### src/rtl/fb_pkg.sv
// Shared constants, engine state encoding and palette-cell address table for the frame-buffer write scheduler.
// Latency: not applicable (package only).
// Backpressure: not applicable (package only).
package fb_pkg;

  localparam int ADDR_W   = 13;
  localparam int COL_W    = 2;
  localparam int BG_CELLS = 12;
  localparam int BG_VAL_W = 2 * BG_CELLS;

  localparam logic [ADDR_W-1:0] BG_BASE     = 13'h1FF3;
  localparam logic [3:0]        BG_LAST_IDX = 4'(BG_CELLS - 1);

  typedef enum logic [1:0] {
    ENG_IDLE   = 2'd0,
    ENG_CLEAR  = 2'd1,
    ENG_BGLOAD = 2'd2
  } eng_state_e;

  // Palette cell k of the background loader; 13'h1FFE is deliberately absent.
  function automatic logic [ADDR_W-1:0] bg_addr(input logic [3:0] idx);
    logic [ADDR_W-1:0] a;
    case (idx)
      4'd0:    a = 13'h1FFB;
      4'd1:    a = 13'h1FFC;
      4'd2:    a = 13'h1FFD;
      4'd3:    a = 13'h1FFF;
      4'd4:    a = 13'h1FF7;
      4'd5:    a = 13'h1FF8;
      4'd6:    a = 13'h1FF9;
      4'd7:    a = 13'h1FFA;
      4'd8:    a = 13'h1FF3;
      4'd9:    a = 13'h1FF4;
      4'd10:   a = 13'h1FF5;
      4'd11:   a = 13'h1FF6;
      default: a = BG_BASE;
    endcase
    return a;
  endfunction

endpackage

### src/rtl/fb_write_sched_rr_arb2.sv
// Two-requester round-robin arbiter; requester 0 is the host, requester 1 the engine.
// Latency: combinational grant; only the last-grant pointer is registered.
// Backpressure: a loser simply sees no grant and keeps requesting.
module rr_arb2 (
  input  logic       clk,
  input  logic       rst,
  input  logic [1:0] req_i,
  output logic [1:0] gnt_o
);

  // 1 = requester 1 was granted last; reset value makes the host win the first tie.
  logic last_q;

  // Tie goes to whoever was not granted last; a sole requester always wins.
  always_comb begin
    gnt_o = req_i;
    if (req_i[0] && req_i[1]) begin
      gnt_o = last_q ? 2'b01 : 2'b10;
    end
  end

  // Remember which side took the port most recently.
  always_ff @(posedge clk or posedge rst) begin
    if (rst) begin
      last_q <= 1'b1;
    end else if (gnt_o[0]) begin
      last_q <= 1'b0;
    end else if (gnt_o[1]) begin
      last_q <= 1'b1;
    end
  end

endmodule

### src/rtl/fb_write_sched.sv
// Frame-buffer write-port owner: round-robin between host pixel writes and the clear/background engine.
// Latency: grant in cycle N drives fb_* with fb_ie=0 (and host_ack) in cycle N+1, one write per cycle.
// Backpressure: host holds host_req until host_ack; engine waits for its grant. Macro FB_WR_BG_PROTECT_EN
// swallows host writes to palette cells (ack still given).
module fb_write_sched #(
  parameter int                ADDR_W     = 13,
  parameter int                COL_W      = 2,
  parameter logic [ADDR_W-1:0] CLEAR_LAST = 13'h1FF2
) (
  input  logic              clk,
  input  logic              rst,
  input  logic              host_req,
  input  logic [ADDR_W-1:0] host_addr,
  input  logic [COL_W-1:0]  host_colour,
  output logic              host_ack,
  input  logic              clr_start,
  input  logic [COL_W-1:0]  clr_colour,
  output logic              clr_busy,
  input  logic              bg_load,
  input  logic [23:0]       bg_value,
  output logic              bg_busy,
  output logic [ADDR_W-1:0] fb_address,
  output logic [COL_W-1:0]  fb_colour,
  output logic              fb_ie
);

  import fb_pkg::*;

  eng_state_e        state_q;
  logic [ADDR_W-1:0] cnt_q;
  logic [3:0]        idx_q;
  logic [COL_W-1:0]  clr_col_q;
  logic [23:0]       bg_val_q;
  logic [23:0]       bg_next_q;
  logic              clr_pend_q;
  logic              bg_pend_q;
  logic              clr_tail_q;
  logic              bg_tail_q;
  logic              clr_busy_q;
  logic              bg_busy_q;
  logic              host_ack_q;
  logic              fb_ie_q;
  logic              fb_ie_d;
  logic [ADDR_W-1:0] fb_address_q;
  logic [ADDR_W-1:0] fb_address_d;
  logic [COL_W-1:0]  fb_colour_q;
  logic [COL_W-1:0]  fb_colour_d;

  logic [1:0] req;
  logic [1:0] gnt;
  logic       host_gnt;
  logic       eng_gnt;
  logic       clr_last;
  logic       bg_last;

  // The ack cycle masks the host so a still-held request is not written twice.
  assign req[0]   = host_req & ~host_ack_q;
  assign req[1]   = (state_q != ENG_IDLE);
  assign host_gnt = gnt[0];
  assign eng_gnt  = gnt[1];
  assign clr_last = (state_q == ENG_CLEAR)  && eng_gnt && (cnt_q == CLEAR_LAST);
  assign bg_last  = (state_q == ENG_BGLOAD) && eng_gnt && (idx_q == BG_LAST_IDX);

  rr_arb2 u_arb (
    .clk   (clk),
    .rst   (rst),
    .req_i (req),
    .gnt_o (gnt)
  );

  // Select what the granted side writes next cycle; idle leaves address/colour as they were.
  always_comb begin
    fb_ie_d      = 1'b1;
    fb_address_d = fb_address_q;
    fb_colour_d  = fb_colour_q;
    if (host_gnt) begin
`ifdef FB_WR_BG_PROTECT_EN
      if (host_addr < BG_BASE) begin
        fb_ie_d      = 1'b0;
        fb_address_d = host_addr;
        fb_colour_d  = host_colour;
      end
`else
      fb_ie_d      = 1'b0;
      fb_address_d = host_addr;
      fb_colour_d  = host_colour;
`endif
    end else if (eng_gnt) begin
      fb_ie_d = 1'b0;
      if (state_q == ENG_CLEAR) begin
        fb_address_d = cnt_q;
        fb_colour_d  = clr_col_q;
      end else begin
        fb_address_d = bg_addr(idx_q);
        fb_colour_d  = bg_val_q[{idx_q, 1'b0} +: COL_W];
      end
    end
  end

  // Registered write port and host acknowledge.
  always_ff @(posedge clk or posedge rst) begin
    if (rst) begin
      fb_ie_q      <= 1'b1;
      fb_address_q <= '0;
      fb_colour_q  <= '0;
      host_ack_q   <= 1'b0;
    end else begin
      fb_ie_q      <= fb_ie_d;
      fb_address_q <= fb_address_d;
      fb_colour_q  <= fb_colour_d;
      host_ack_q   <= host_gnt;
    end
  end

  // Engine FSM with pending requests and busy flags; busy drops one cycle after the final write pulse.
  always_ff @(posedge clk or posedge rst) begin
    if (rst) begin
      state_q    <= ENG_IDLE;
      cnt_q      <= '0;
      idx_q      <= '0;
      clr_col_q  <= '0;
      bg_val_q   <= '0;
      bg_next_q  <= '0;
      clr_pend_q <= 1'b0;
      bg_pend_q  <= 1'b0;
      clr_tail_q <= 1'b0;
      bg_tail_q  <= 1'b0;
      clr_busy_q <= 1'b0;
      bg_busy_q  <= 1'b0;
    end else begin
      clr_tail_q <= clr_last;
      bg_tail_q  <= bg_last;
      if (clr_tail_q && (state_q != ENG_CLEAR) && !clr_pend_q) clr_busy_q <= 1'b0;
      if (bg_tail_q && (state_q != ENG_BGLOAD) && !bg_pend_q) bg_busy_q <= 1'b0;

      case (state_q)
        ENG_IDLE: begin
          if (clr_start) begin
            state_q    <= ENG_CLEAR;
            cnt_q      <= '0;
            clr_col_q  <= clr_colour;
            clr_busy_q <= 1'b1;
            if (bg_load) begin
              bg_pend_q <= 1'b1;
              bg_next_q <= bg_value;
              bg_busy_q <= 1'b1;
            end
          end else if (bg_load) begin
            state_q   <= ENG_BGLOAD;
            idx_q     <= '0;
            bg_val_q  <= bg_value;
            bg_busy_q <= 1'b1;
          end
        end

        ENG_CLEAR: begin
          if (bg_load) begin
            bg_pend_q <= 1'b1;
            bg_next_q <= bg_value;
            bg_busy_q <= 1'b1;
          end
          if (eng_gnt) begin
            cnt_q <= cnt_q + 1'b1;
            if (cnt_q == CLEAR_LAST) begin
              if (bg_pend_q || bg_load) begin
                state_q   <= ENG_BGLOAD;
                idx_q     <= '0;
                bg_val_q  <= bg_load ? bg_value : bg_next_q;
                bg_pend_q <= 1'b0;
              end else begin
                state_q <= ENG_IDLE;
              end
            end
          end
        end

        ENG_BGLOAD: begin
          if (clr_start) begin
            clr_pend_q <= 1'b1;
            clr_col_q  <= clr_colour;
            clr_busy_q <= 1'b1;
          end
          if (bg_load) begin
            bg_pend_q <= 1'b1;
            bg_next_q <= bg_value;
            bg_busy_q <= 1'b1;
          end
          if (eng_gnt) begin
            idx_q <= idx_q + 4'd1;
            if (idx_q == BG_LAST_IDX) begin
              if (clr_pend_q || clr_start) begin
                state_q    <= ENG_CLEAR;
                cnt_q      <= '0;
                clr_pend_q <= 1'b0;
              end else if (bg_pend_q || bg_load) begin
                idx_q     <= '0;
                bg_val_q  <= bg_load ? bg_value : bg_next_q;
                bg_pend_q <= 1'b0;
              end else begin
                state_q <= ENG_IDLE;
              end
            end
          end
        end

        default: state_q <= ENG_IDLE;
      endcase
    end
  end

  assign host_ack   = host_ack_q;
  assign clr_busy   = clr_busy_q;
  assign bg_busy    = bg_busy_q;
  assign fb_ie      = fb_ie_q;
  assign fb_address = fb_address_q;
  assign fb_colour  = fb_colour_q;

endmodule

### config.mk
export PLATFORM = sky130hd
export DESIGN_NAME = fb_write_sched
export DESIGN_NICKNAME = d
export VERILOG_FILES = /design/src/rtl/fb_pkg.sv /design/src/rtl/fb_write_sched_rr_arb2.sv /design/src/rtl/fb_write_sched.sv
export SDC_FILE = /design/constraint.sdc
export NUM_CORES = 1
export LEC_CHECK = 0
export CAP_MARGIN = 20
export CORE_MARGIN = 4
export CORE_UTILIZATION = 55
export DETAILED_ROUTE_END_ITERATION = 10
export MAX_ROUTING_LAYER = met4
export PLACE_DENSITY = 0.8
export SETUP_SLACK_MARGIN = 0.15
export SYNTH_ARGS = -nofsm -noshare
export SYNTH_HDL_FRONTEND = slang
export SYNTH_SLANG_ARGS = --single-unit
### constraint.sdc
create_clock -name clk -period 4.3 [get_ports clk]
set_clock_uncertainty 0.15 [all_clocks]
set_input_delay 1.075 -clock clk [delete_from_list [all_inputs] [get_ports clk]]
set_output_delay 1.075 -clock clk [all_outputs]
set_load 0.01 [all_outputs]
---- Word-level counts from Yosys, hierarchy flattened ----
Memories as Yosys holds them, arrays and structs flattened.
Cells that the tools add are included.
storage, ports and cells
  output and inout port bits .............. 19
  bits of input ports ..................... 46
  register bits ........................... 93
  memories kept ........................... 1
  memory bits (read-only) ................. 64
  word-level logic and storage cells ...... 138
memories
  name              depth  width  rd ports  clocked after Yosys merged registers in  write ports  RTL line      RTL
  (name not given)  16     4      1         0                                        0            fb_pkg.sv:23  case (idx)
cells by class
  shift operators ......................... 1
  reductions and logical operators ........ 28
  $add $sub $neg .......................... 2
  equality and inequality tests ........... 18
  multiplexer cells ....................... 69
  bitwise logic cells ..................... 2
operators with widths
  cell                                                    count
  two-way mux 24 bit                                      10
  two-way mux 13 bit                                      8
  case mux 24 bit (3 select lines)                        1
  case mux 24 bit (2 select lines)                        1
  case mux 13 bit (3 select lines)                        1
  two-way mux 4 bit                                       9
  two-way mux 2 bit                                       14
  indexed part select 24 x 6 -> 2 bit                     1
  two-way mux 1 bit                                       22
  inequality test 2 bit (second input constant)           7
  adder 13 x 1 -> 13 bit (second input constant)          1
  == test 13 bit (second input constant)                  1
  case mux 4 bit (3 select lines)                         1
  AND reduction 6 bit                                     2
  inequality test 2 x 1 -> 1 bit (second input constant)  5
  logical AND 1 bit                                       9
  AND reduction 8 bit                                     1
  AND reduction 7 bit                                     1
  case mux 2 bit (3 select lines)                         1
  AND reduction 2 bit                                     3
  nonzero test 2 bit                                      3
  adder 4 x 1 -> 4 bit (second input constant)            1
  == test 4 bit (second input constant)                   1
  OR reduction 2 bit                                      2
  other kinds (12)                                        14

---- Depth between registers and ports, before layout ----
Gate-level depths: netlist of run 1.
  word-level depth ........................ 6
  mapped depth ............................ 9
  depth with buffers taken out ............ 7

---- Hierarchy ----
From an unflattened synthesis of run 1, not the netlist that was laid out.
unflattened totals
  cells, all modules ...................... 446
  area total of the unflattened synthesis .. 5103.6 um^2
modules (own cells, without submodules)
  module          area each (um^2)  seq. area each (um^2)  cells an instance  instances
  fb_write_sched  5046.1            2303.5                 439                1
  rr_arb2         57.6              26.3                   7                  1

---- Worst setup path after synthesis of run 1 ----
Ideal clock, no wire load.
  kind .................................... in2reg
  start ................................... input port host_req
  end ..................................... register bg_val_q[0]
  arrival ................................. 2.488 ns
  data required time ...................... 4.023 ns
  buffers on the path ..................... 2
  setup time .............................. 0.127 ns
  slack ................................... 1.534 ns
  stages on the path ...................... 7
  cells stage by stage .................... and3b_4 > or3_1 > buf_6 > a21oi_2 > o211ai_2 > buf_6 > mux2_1
between the ends
  cells in the longest elaborated chain, start to end .. 5
  elaborated cells on any way between the ends .. 6
  those cells by class .................... eq/ne: 2; mux: 1; bitwise: 1; reduce/logical: 2
ends and longest elaborated chain
  what                                    RTL line                      RTL
  start, declared                         fb_write_sched.sv:12          input logic host_req,
  bitwise AND 1 bit *                     fb_write_sched.sv:57          assign req[0] = host_req & ~host_ack_q;
  logical AND 1 bit *                     fb_write_sched_rr_arb2.sv:17  if (req_i[0] && req_i[1]) begin
  two-way mux 2 bit *                     fb_write_sched_rr_arb2.sv:17
  inequality test 2 bit (no source line)  --
  AND reduction 8 bit (no source line) *  --
  end signal, assigned                    fb_write_sched.sv:151         bg_val_q <= bg_value;
  end signal, assigned                    fb_write_sched.sv:168         bg_val_q <= bg_load ? bg_value : bg_next_q;
  end signal, assigned                    fb_write_sched.sv:197         bg_val_q <= bg_load ? bg_value : bg_next_q;
  end, declared                           fb_write_sched.sv:33          logic [23:0] bg_val_q;
Mark *: on every way between the ends. The rest lies on a longest branch, timed or not.
A chain may end at the register's enable or synchronous reset.

---- Final worst setup path of run 1 ----
  start ................................... input port host_req
  end ..................................... register bg_val_q[21]
Same word-level chain as after synthesis.

==> impl_metrics.py, run 1 <==
metrics = {
    "cts": {
        "cts.sinks": 93,
        "root_buffer": "clkbuf_8",
        "ctsHtreeMaxLevel": 3,
        "path_clk_slew_ps": 90,
        "cts_setup_buffers": 0,
        "cts_buffers": 9,
        "cts-hold-fix-buffers": 0,
        "ctsResizeCount": 0,
        "clk_path_buf_depth": 2,
        "cts_tree": "yes",
        "clkLatencyLatePin_ps": 360,
    },
    "synthesis": {
        "synth-edff-count": 0,
        "yosysWarnings": 0,
        "netlist_area_um2": 4790,
        "synth.avg_cell_area_um2": 11.3,
        "yosys_most_used_dff": "dfrtp_1",
        "syn_nets": 480,
        "synthDistinctLibCells": 59,
        "synth_seq_cells": 93,
        "ys_async_sr_fraction": 1.00,
        "synthCells": 424,
        "yosysSeqAreaShare": 0.487,
    },
    "sta": {
        "drv_slew": 0,
        "finalSetupTns_ps": 0,
        "tightest_slew_ps": 844,
        "period_share": 0.720,
        "period_needed_ps": 3100,
        "slew_headroom": 0.437,
        "rsz0062_at_grt": "no",
        "hold_viol_final": 0,
        "setup_violations": 0,
        "fmax_mhz": 323,
    },
    "drt": {
        "wl_um": 10300,
        "first_pass_iters": 5,
        "vias_per_cell": 5.88,
        "drc": 0,
        "num_vias": 3513,
        "ant_nets": 0,
        "wl_per_cell_um": 17.3,
        "drtIter0Drc": 231,
    },
    "worst_setup_path": {
        "timing.rr.end": "bg_val_q[21]",
        "crit_required_ps": 4400,
        "cp_slowest_cell": "or3_1",
        "cp_max_fo": 19,
        "arrival_ps": 3190,
        "r2r-start": "idx_q[0]",
        "start_kind": "input pin",
        "critPathMaxStageDelay_ps": 500,
        "endpoint": "bg_val_q[21]",
        "endpoint_kind": "flip-flop",
        "worstSetupPathType": "in -> reg",
        "path_cells": "clkdlybuf4s50_1 > and3b_4 > or3_1 > a21oi_2 > o211ai_2 > buf_16 > mux2_1",
        "reg2reg_depth": 7,
        "cp-startpoint": "host_req",
        "reg2reg_slack_ps": 1500,
    },
    "placement": {
        "dpl.hpwl_um": 7350,
        "gp_congestion": 0.937,
        "port_buffers": 64,
    },
    "global_routing": {
        "grt_pass1_vias": 3548,
        "grt_pass1_wl_um": 17500,
        "antenna_found_initial": 0,
        "track_usage": 0.222,
        "grt_overflow": 0,
        "grt_max_degree": 52,
    },
    "floorplanning": {
        "start_util": 0.574,
        "die_w_um": 101,
        "die-area_um2": 10300,
        "io_pins": 65,
        "die_h_um": 101,
        "fp.coreArea_um2": 8340,
        "row_count": 33,
    },
    "cells_and_area": {
        "fill_cells": 648,
        "area_delta_synth_final_pct": 19.6,
        "n_antenna_cell": 0,
        "fin_nets": 543,
        "final_cell_mix": "dfrtp_1 (91), clkdlybuf4s50_1 (64), mux2_2 (58)",
        "final_common_cell": "dfrtp_1",
        "final_layout_size_suffix_gt1_frac": 0.197,
        "fin_util": 0.686,
    },
    "power_and_ir_drop": {
        "power_density_nw_per_um2": 667,
        "ir_worst_vdd_v": 0.000336,
        "leakagePower_nw": 2.33,
    },
    "outcome": {
        "outcome": "finished, final reports clean",
    },
    "flow_run": {
        "drv_cap": 0,
    },
    "worst_hold_path": {
        "hold_class": "reg -> reg",
    },
}
-- how the worst min path moves through the flow --
stage / from / slack, ps / end / depth (start not counted)
after global placement: clr_busy / 310 / clr_busy / 2
after floorplan: bg_val_q[6] / 310 / bg_val_q[6] / 1
after CTS: u_arb.last_q / 350 / u_arb.last_q / 2
after global routing: u_arb.last_q / 360 / u_arb.last_q / 2
after detailed placement: bg_val_q[6] / 330 / bg_val_q[6] / 1
final: u_arb.last_q / 350 / u_arb.last_q / 2
-- cell type report --
class,count,area [um2],area share
clock buffer,10,138,0.0240
clock inverter,6,37.5,0.00656
inverter,14,53.8,0.00940
multi-input combinational,295,2300,0.401
sequential,93,2330,0.407
tap,105,131,0.0230
timing repair buffer,74,736,0.129
-- routing by layer --
metal	vias up	track usage	wire (um)
li1	1668	-	-
met1	1728	0.314	4830
met2	104	0.330	4820
met3	13	0.0413	554
met4	0	0.0603	101
met5	-	-	0
-- per-stage QoR --
step           worst slack, ps  std cells  hold slack (ps)  cell area (um2)  total power, mW
6_report                  1200        597              345             5720             3.82
5_1_grt                   1120        597              361             5720             4.08
4_1_cts                   1210        597              345             5720             3.84
3_5_place_dp               838        581              328             5550             3.29
3_3_place_gp               663        580              309             5520             3.16
2_1_floorplan              658        424              309             4790             2.72
-- flip-flops by register name, indices dropped and copies added, names as in the netlist --
signal,cells
u_arb.last_q,1
clr_tail_q,1
bg_tail_q,1
bg_busy,1
idx_q,4
fb_ie,1
bg_pend_q,1
clr_col_q,2
cnt_q,13
clr_pend_q,1
state_q,2
fb_colour,2
bg_next_q,24
clr_busy,1
fb_address,13
bg_val_q,24
host_ack,1
-- report_power, final --
group / switching, mW / internal, mW / total [mW] / leakage (nW)
registers: 0.204 / 1.24 / 1.44 / 1.11
clock network: 0.312 / 0.225 / 0.537 / 0.0962
logic: 0.895 / 0.946 / 1.84 / 1.12
total: 1.41 / 2.41 / 3.82 / 2.33
-- critical path: cells and delay by family --
family / cells / cell delay, ps
muxes: 1 / 320
AOI/OAI and AO/OA: 2 / 410
and+or+nand+nor: 2 / 710
buffers and inverters: 2 / 670
-- cells in the mapped netlist (3+ instances only) --
master / instances / area, um2
dfrtp_1: 91 / 2280
mux2_2: 58 / 653
a21oi_1: 25 / 125
nand2_1: 24 / 90.1
nor2_1: 23 / 86.3
o21ai_0: 22 / 110
mux2_1: 20 / 225
clkbuf_1: 14 / 52.6
inv_1: 13 / 48.8
or3_1: 11 / 68.8
ha_1: 10 / 125
mux2i_1: 7 / 70.1
nand3_1: 7 / 35.0
nand2b_1: 6 / 37.5
a21o_1: 5 / 37.5
nor2b_1: 5 / 31.3
a221o_1: 4 / 40.0
buf_2: 4 / 20.0
nand3b_1: 4 / 30.0
o221ai_1: 4 / 35.0
buf_6: 3 / 33.8
nand4_1: 3 / 18.8
nor3_1: 3 / 15.0
o211ai_1: 3 / 22.5
o21a_1: 3 / 22.5
o22ai_1: 3 / 18.8
o31ai_1: 3 / 22.5
o41ai_1: 3 / 26.3
-- cells by family (layout without fill, tap and decap cells) --
logic type	Yosys count	after routing	share of synthesized area
AO/OA/AOI/OAI	93	93	0.128
XOR/XNOR	4	4	0.00732
adder cells (fa/ha/maj)	10	10	0.0261
buffers and inverters	36	104	0.0340
flip-flops	93	93	0.487
multiplexers	87	87	0.208
AND/OR/NAND/NOR	101	101	0.111
Note: power is estimated with default switching activity, not from simulation.
==> inputs of run 2 (changes only) <==
clock period = 2.9 ns   (was 4.3 ns; I/O delays follow)
==> run 2 against run 1 <==
Against the previous run:
- flip-flop and latch count unchanged
- critical path depth down 1
- non-clock buffer count grew 12
- highest routed layer unchanged
==> impl_metrics.py, run 2 (synthesis gave the netlist of run 1 again) <==
metrics = {
    "outcome": {
        "outcome": "finished, final reports clean",
    },
    "placement": {
        "port_buffers": 64,
        "gp_congestion": 0.900,
        "dpl.hpwl_um": 7890,
        "placed_cell_area_um2": 5670,
        "dp_cells": 593,
    },
    "sta": {
        "hold_viol_final": 0,
        "tightest_slew_ps": 664,
        "period_needed_ps": 2540,
        "slew_headroom": 0.551,
        "setup_violations": 0,
        "fmax_mhz": 394,
        "period_share": 0.876,
        "drv_slew": 0,
        "rsz0062_at_grt": "no",
    },
    "worst_setup_path": {
        "path_cells": "clkdlybuf4s50_1 > and3b_4 > or3_1 > a21o_2 > or4_1 > a21oi_1",
        "worstSetupPathType": "in -> reg",
        "endpoint_kind": "flip-flop",
        "r2r-start": "state_q[0]",
        "path_delay_family": "simple AND/OR/NAND/NOR gates",
        "reg2reg_depth": 7,
        "critPathMaxStageDelay_ps": 470,
        "crit_buf_inv": 1,
        "timing.rr.end": "cnt_q[11]",
        "cp_max_fo": 7,
        "crit_required_ps": 3040,
        "endpoint": "cnt_q[11]",
        "cp-startpoint": "host_req",
        "cp_slowest_cell": "or3_1",
        "start_kind": "input pin",
        "arrival_ps": 2680,
        "cp.depth": 6,
        "reg2reg_slack_ps": 450,
    },
    "flow_run": {
        "drv_cap": 0,
    },
    "cts": {
        "cts_setup_buffers": 0,
        "cts_tree": "yes",
        "clkLatencyLatePin_ps": 360,
        "clk_path_buf_depth": 2,
        "ctsHtreeMaxLevel": 3,
        "cts.sinks": 93,
        "cts-hold-fix-buffers": 0,
        "path_clk_slew_ps": 90,
        "root_buffer": "clkbuf_8",
        "cts_buffers": 9,
        "ctsResizeCount": 0,
    },
    "cells_and_area": {
        "final_layout_size_suffix_gt1_frac": 0.216,
        "fin_area_um2": 5850,
        "area_delta_synth_final_pct": 22.2,
        "final_common_cell": "dfrtp_1",
        "multi_input_area_um2": 2300,
        "stdcell_count": 609,
        "seq_area_um2": 2330,
        "fill_cells": 627,
        "n_antenna_cell": 0,
        "final_cell_mix": "dfrtp_1 (91), clkdlybuf4s50_1 (64), mux2_2 (58)",
        "top_regs": "bg_next_q (24), bg_val_q (24)",
        "fin_nets": 555,
    },
    "floorplanning": {
        "die_h_um": 101,
        "io_pins": 65,
        "row_count": 33,
        "die-area_um2": 10300,
        "start_util": 0.574,
        "die_w_um": 101,
        "fp.coreArea_um2": 8340,
    },
    "drt": {
        "ant_nets": 0,
        "drtIter0Drc": 186,
        "num_vias": 3523,
        "first_pass_iters": 5,
        "vias_per_cell": 5.78,
        "drc": 0,
        "wl_per_cell_um": 17.5,
        "wl_um": 10600,
    },
    "power_and_ir_drop": {
        "ir_worst_vdd_v": 0.000575,
        "power_density_nw_per_um2": 989,
        "leakagePower_nw": 2.38,
    },
    "global_routing": {
        "grt_pass1_vias": 3534,
        "antenna_found_initial": 0,
        "grt_pass1_wl_um": 17800,
        "grt_max_degree": 33,
        "track_usage": 0.226,
        "grt_overflow": 0,
    },
    "worst_hold_path": {
        "hold_class": "reg -> reg",
    },
}
## run 2: worst reg2reg max path: cells and delay by family (launching register included)
family	cells	cell delay (ps)
AOI/OAI and AO/OA	4	880
adders and majority gates	1	370
buffers and inverters	1	90
DFF	1	440
and+or+nand+nor	1	470
## run 2: power breakdown
part           switching [mW]  total, mW  internal (mW)  leakage (nW)
registers               0.294       2.13           1.83          1.11
clock network           0.490      0.813          0.323        0.0870
logic                    1.37       2.85           1.48          1.19
## run 2: metal layers
metal,routed length (um),GRT usage
met2,5000,0.335
met5,0,-
met3,589,0.0399
met1,4940,0.328
met4,103,0.0491
## run 2: how the worst min path moves through the flow
stage            startpoint           end  depth (start not counted)
2_1_floorplan   bg_val_q[6]   bg_val_q[6]                          1
3_3_place_gp        bg_busy       bg_busy                          2
3_5_place_dp       clr_busy      clr_busy                          2
5_1_grt        u_arb.last_q  u_arb.last_q                          2
6_report           clr_busy      clr_busy                          2
4_1_cts        u_arb.last_q  u_arb.last_q                          2
## run 2: area by class of cell
| type | instances | share of cell area |
|---|---|---|
| Multi-Input combinational cell | 295 | 0.393 |
| Tap cell | 105 | 0.0225 |
| Timing Repair Buffer | 86 | 0.146 |
| Clock buffer | 9 | 0.0212 |
| Clock inverter | 7 | 0.00941 |
| Inverter | 14 | 0.00963 |
| Sequential cell | 93 | 0.398 |
## run 2: per-stage QoR
step | util | hold WS [ps] | setup TNS [ps] | setup WS (ps) | power (mW)
6_report | 0.701 | 336 | 0 | 359 | 5.79
5_1_grt | 0.701 | 367 | 0 | 263 | 6.20
4_1_cts | 0.701 | 341 | 0 | 363 | 5.81
3_5_place_dp | 0.680 | 320 | -6.76 | -6.76 | 4.99
3_3_place_gp | 0.680 | 309 | 0 | 27.3 | 4.87
2_1_floorplan | - | 309 | 0 | 484 | 4.03
==> inputs of run 3 (changes only) <==
CORE_MARGIN = 2   (was 4)
==> run 3 against run 2 <==
Against the previous run:
- via count up 1.2%
- first-iteration DRC count up 16%
- core utilization down 2.0 points
- hold slack worse by 7.9 ps
- sequential power about the same
- final cell count up 0.66%
- die area down 7.7%
- setup slack worse by 34 ps
- sequential share of layout area about the same
- clock power up 0.6%
- cell area up 0.11%
- largest power group unchanged
- flip-flop and latch count unchanged
==> impl_metrics.py, run 3 (synthesis gave the netlist of run 1 again) <==
metrics = {
    "floorplanning": {
        "die_w_um": 97.3,
        "start_util": 0.557,
        "die-area_um2": 9470,
        "row_count": 34,
        "io_pins": 65,
        "fp.coreArea_um2": 8590,
        "die_h_um": 97.3,
    },
    "flow_run": {
        "drv_cap": 0,
    },
    "sta": {
        "period_share": 0.888,
        "tightest_slew_ps": 537,
        "finalSetupTns_ps": 0,
        "slew_headroom": 0.640,
        "rsz0062_at_grt": "no",
        "setup_violations": 0,
        "fmax_mhz": 388,
        "drv_slew": 0,
        "hold_viol_final": 0,
        "period_needed_ps": 2580,
    },
    "worst_setup_path": {
        "worstSetupPathType": "reg -> reg",
        "r2r-start": "state_q[0]",
        "start_kind": "flip-flop",
        "timing.rr.end": "cnt_q[11]",
        "reg2reg_slack_ps": 320,
        "reg2reg_depth": 6,
        "arrival_ps": 2710,
        "cp_max_fo": 14,
        "endpoint_kind": "flip-flop",
        "crit_required_ps": 3040,
    },
    "cts": {
        "clk_path_buf_depth": 2,
        "ctsHtreeMaxLevel": 3,
        "ctsResizeCount": 0,
        "cts-hold-fix-buffers": 0,
        "path_clk_slew_ps": 90,
        "clkLatencyLatePin_ps": 370,
        "cts_setup_buffers": 0,
        "cts_tree": "yes",
        "cts_buffers": 9,
        "cts.sinks": 93,
        "root_buffer": "clkbuf_8",
    },
    "cells_and_area": {
        "final_layout_size_suffix_gt1_frac": 0.218,
        "n_antenna_cell": 0,
        "fin_area_um2": 5860,
        "final_cell_mix": "dfrtp_1 (91), clkdlybuf4s50_1 (64), mux2_2 (58)",
        "fin_nets": 556,
        "area_delta_synth_final_pct": 22.3,
        "fill_cells": 640,
        "top_regs": "bg_next_q (24), bg_val_q (24)",
        "fin_util": 0.681,
        "final_common_cell": "dfrtp_1",
    },
    "power_and_ir_drop": {
        "power_density_nw_per_um2": 985,
        "leakagePower_nw": 2.39,
        "ir_worst_vdd_v": 0.000522,
    },
    "drt": {
        "wl_um": 10100,
        "vias_per_cell": 5.82,
        "drc": 0,
        "drtIter0Drc": 215,
        "num_vias": 3566,
        "ant_nets": 0,
        "first_pass_iters": 5,
        "wl_per_cell_um": 16.4,
    },
    "global_routing": {
        "grt_overflow": 0,
        "grt_max_degree": 94,
        "grt_pass1_wl_um": 17300,
        "grt_pass1_vias": 3514,
        "antenna_found_initial": 0,
        "track_usage": 0.233,
    },
    "worst_hold_path": {
        "min_to": "clr_busy",
        "min_path_cells": 2,
        "min_from": "clr_busy",
        "hold_class": "reg -> reg",
    },
    "placement": {
        "dpl.hpwl_um": 7290,
        "gp_congestion": 0.909,
        "placed_cell_area_um2": 5670,
        "port_buffers": 64,
    },
    "outcome": {
        "outcome": "finished, final reports clean",
    },
}
==> run 3: layout make-up <==
type,count,area (um2),area share
sequential,93,2330,0.398
multi-input combinational,295,2300,0.392
timing repair buffer,87,851,0.145
clock buffer,11,151,0.0259
tap,108,135,0.0231
inverter,14,56.3,0.00962
clock inverter,5,35.0,0.00598
==> run 3: metal layers <==
metal,GRT usage,vias up,routed length [um],part of all wire
met5,-,-,0,0
met2,0.353,110,4750,0.47
met4,0.0737,0,179,0.018
met1,0.325,1733,4510,0.45
met3,0.0396,15,621,0.062
li1,-,1708,-,-
==> run 3: worst max-delay path by stage <==
stage	start	to	cells past startpoint
detailed placement	host_req	cnt_q[11]	6
global placement	host_req	cnt_q[11]	6
finish	state_q[0]	cnt_q[11]	6
floorplan	host_req	bg_val_q[0]	7
global route	state_q[0]	cnt_q[11]	6
CTS	state_q[0]	cnt_q[11]	6
==> run 3: power breakdown <==
| group | switching (mW) | leakage (nW) | internal, mW |
|---|---|---|---|
| clock | 0.460 | 0.0953 | 0.358 |
| combinational | 1.36 | 1.19 | 1.48 |
| sequential | 0.284 | 1.11 | 1.83 |
| total | 2.10 | 2.39 | 3.67 |
==> run 3: worst max-delay path, cell delays in order (launching register included) <==
cell,delay (ps)
dfrtp_1,450
inv_1,90
ha_1,360
or3_1,550
a21o_2,260
or4_1,470
a21oi_1,170
==> run 3: per-stage QoR <==
| stage | setup WS (ps) | total power, mW | cells | hold slack [ps] |
|---|---|---|---|---|
| 2_1_floorplan | 484 | 4.03 | 424 | 309 |
| 3_3_place_gp | 5.71 | 4.86 | 597 | 310 |
| 3_5_place_dp | -9.24 | 4.98 | 597 | 313 |
| 4_1_cts | 352 | 5.80 | 613 | 335 |
| 5_1_grt | 187 | 6.17 | 613 | 357 |
| 6_report | 325 | 5.77 | 613 | 328 |
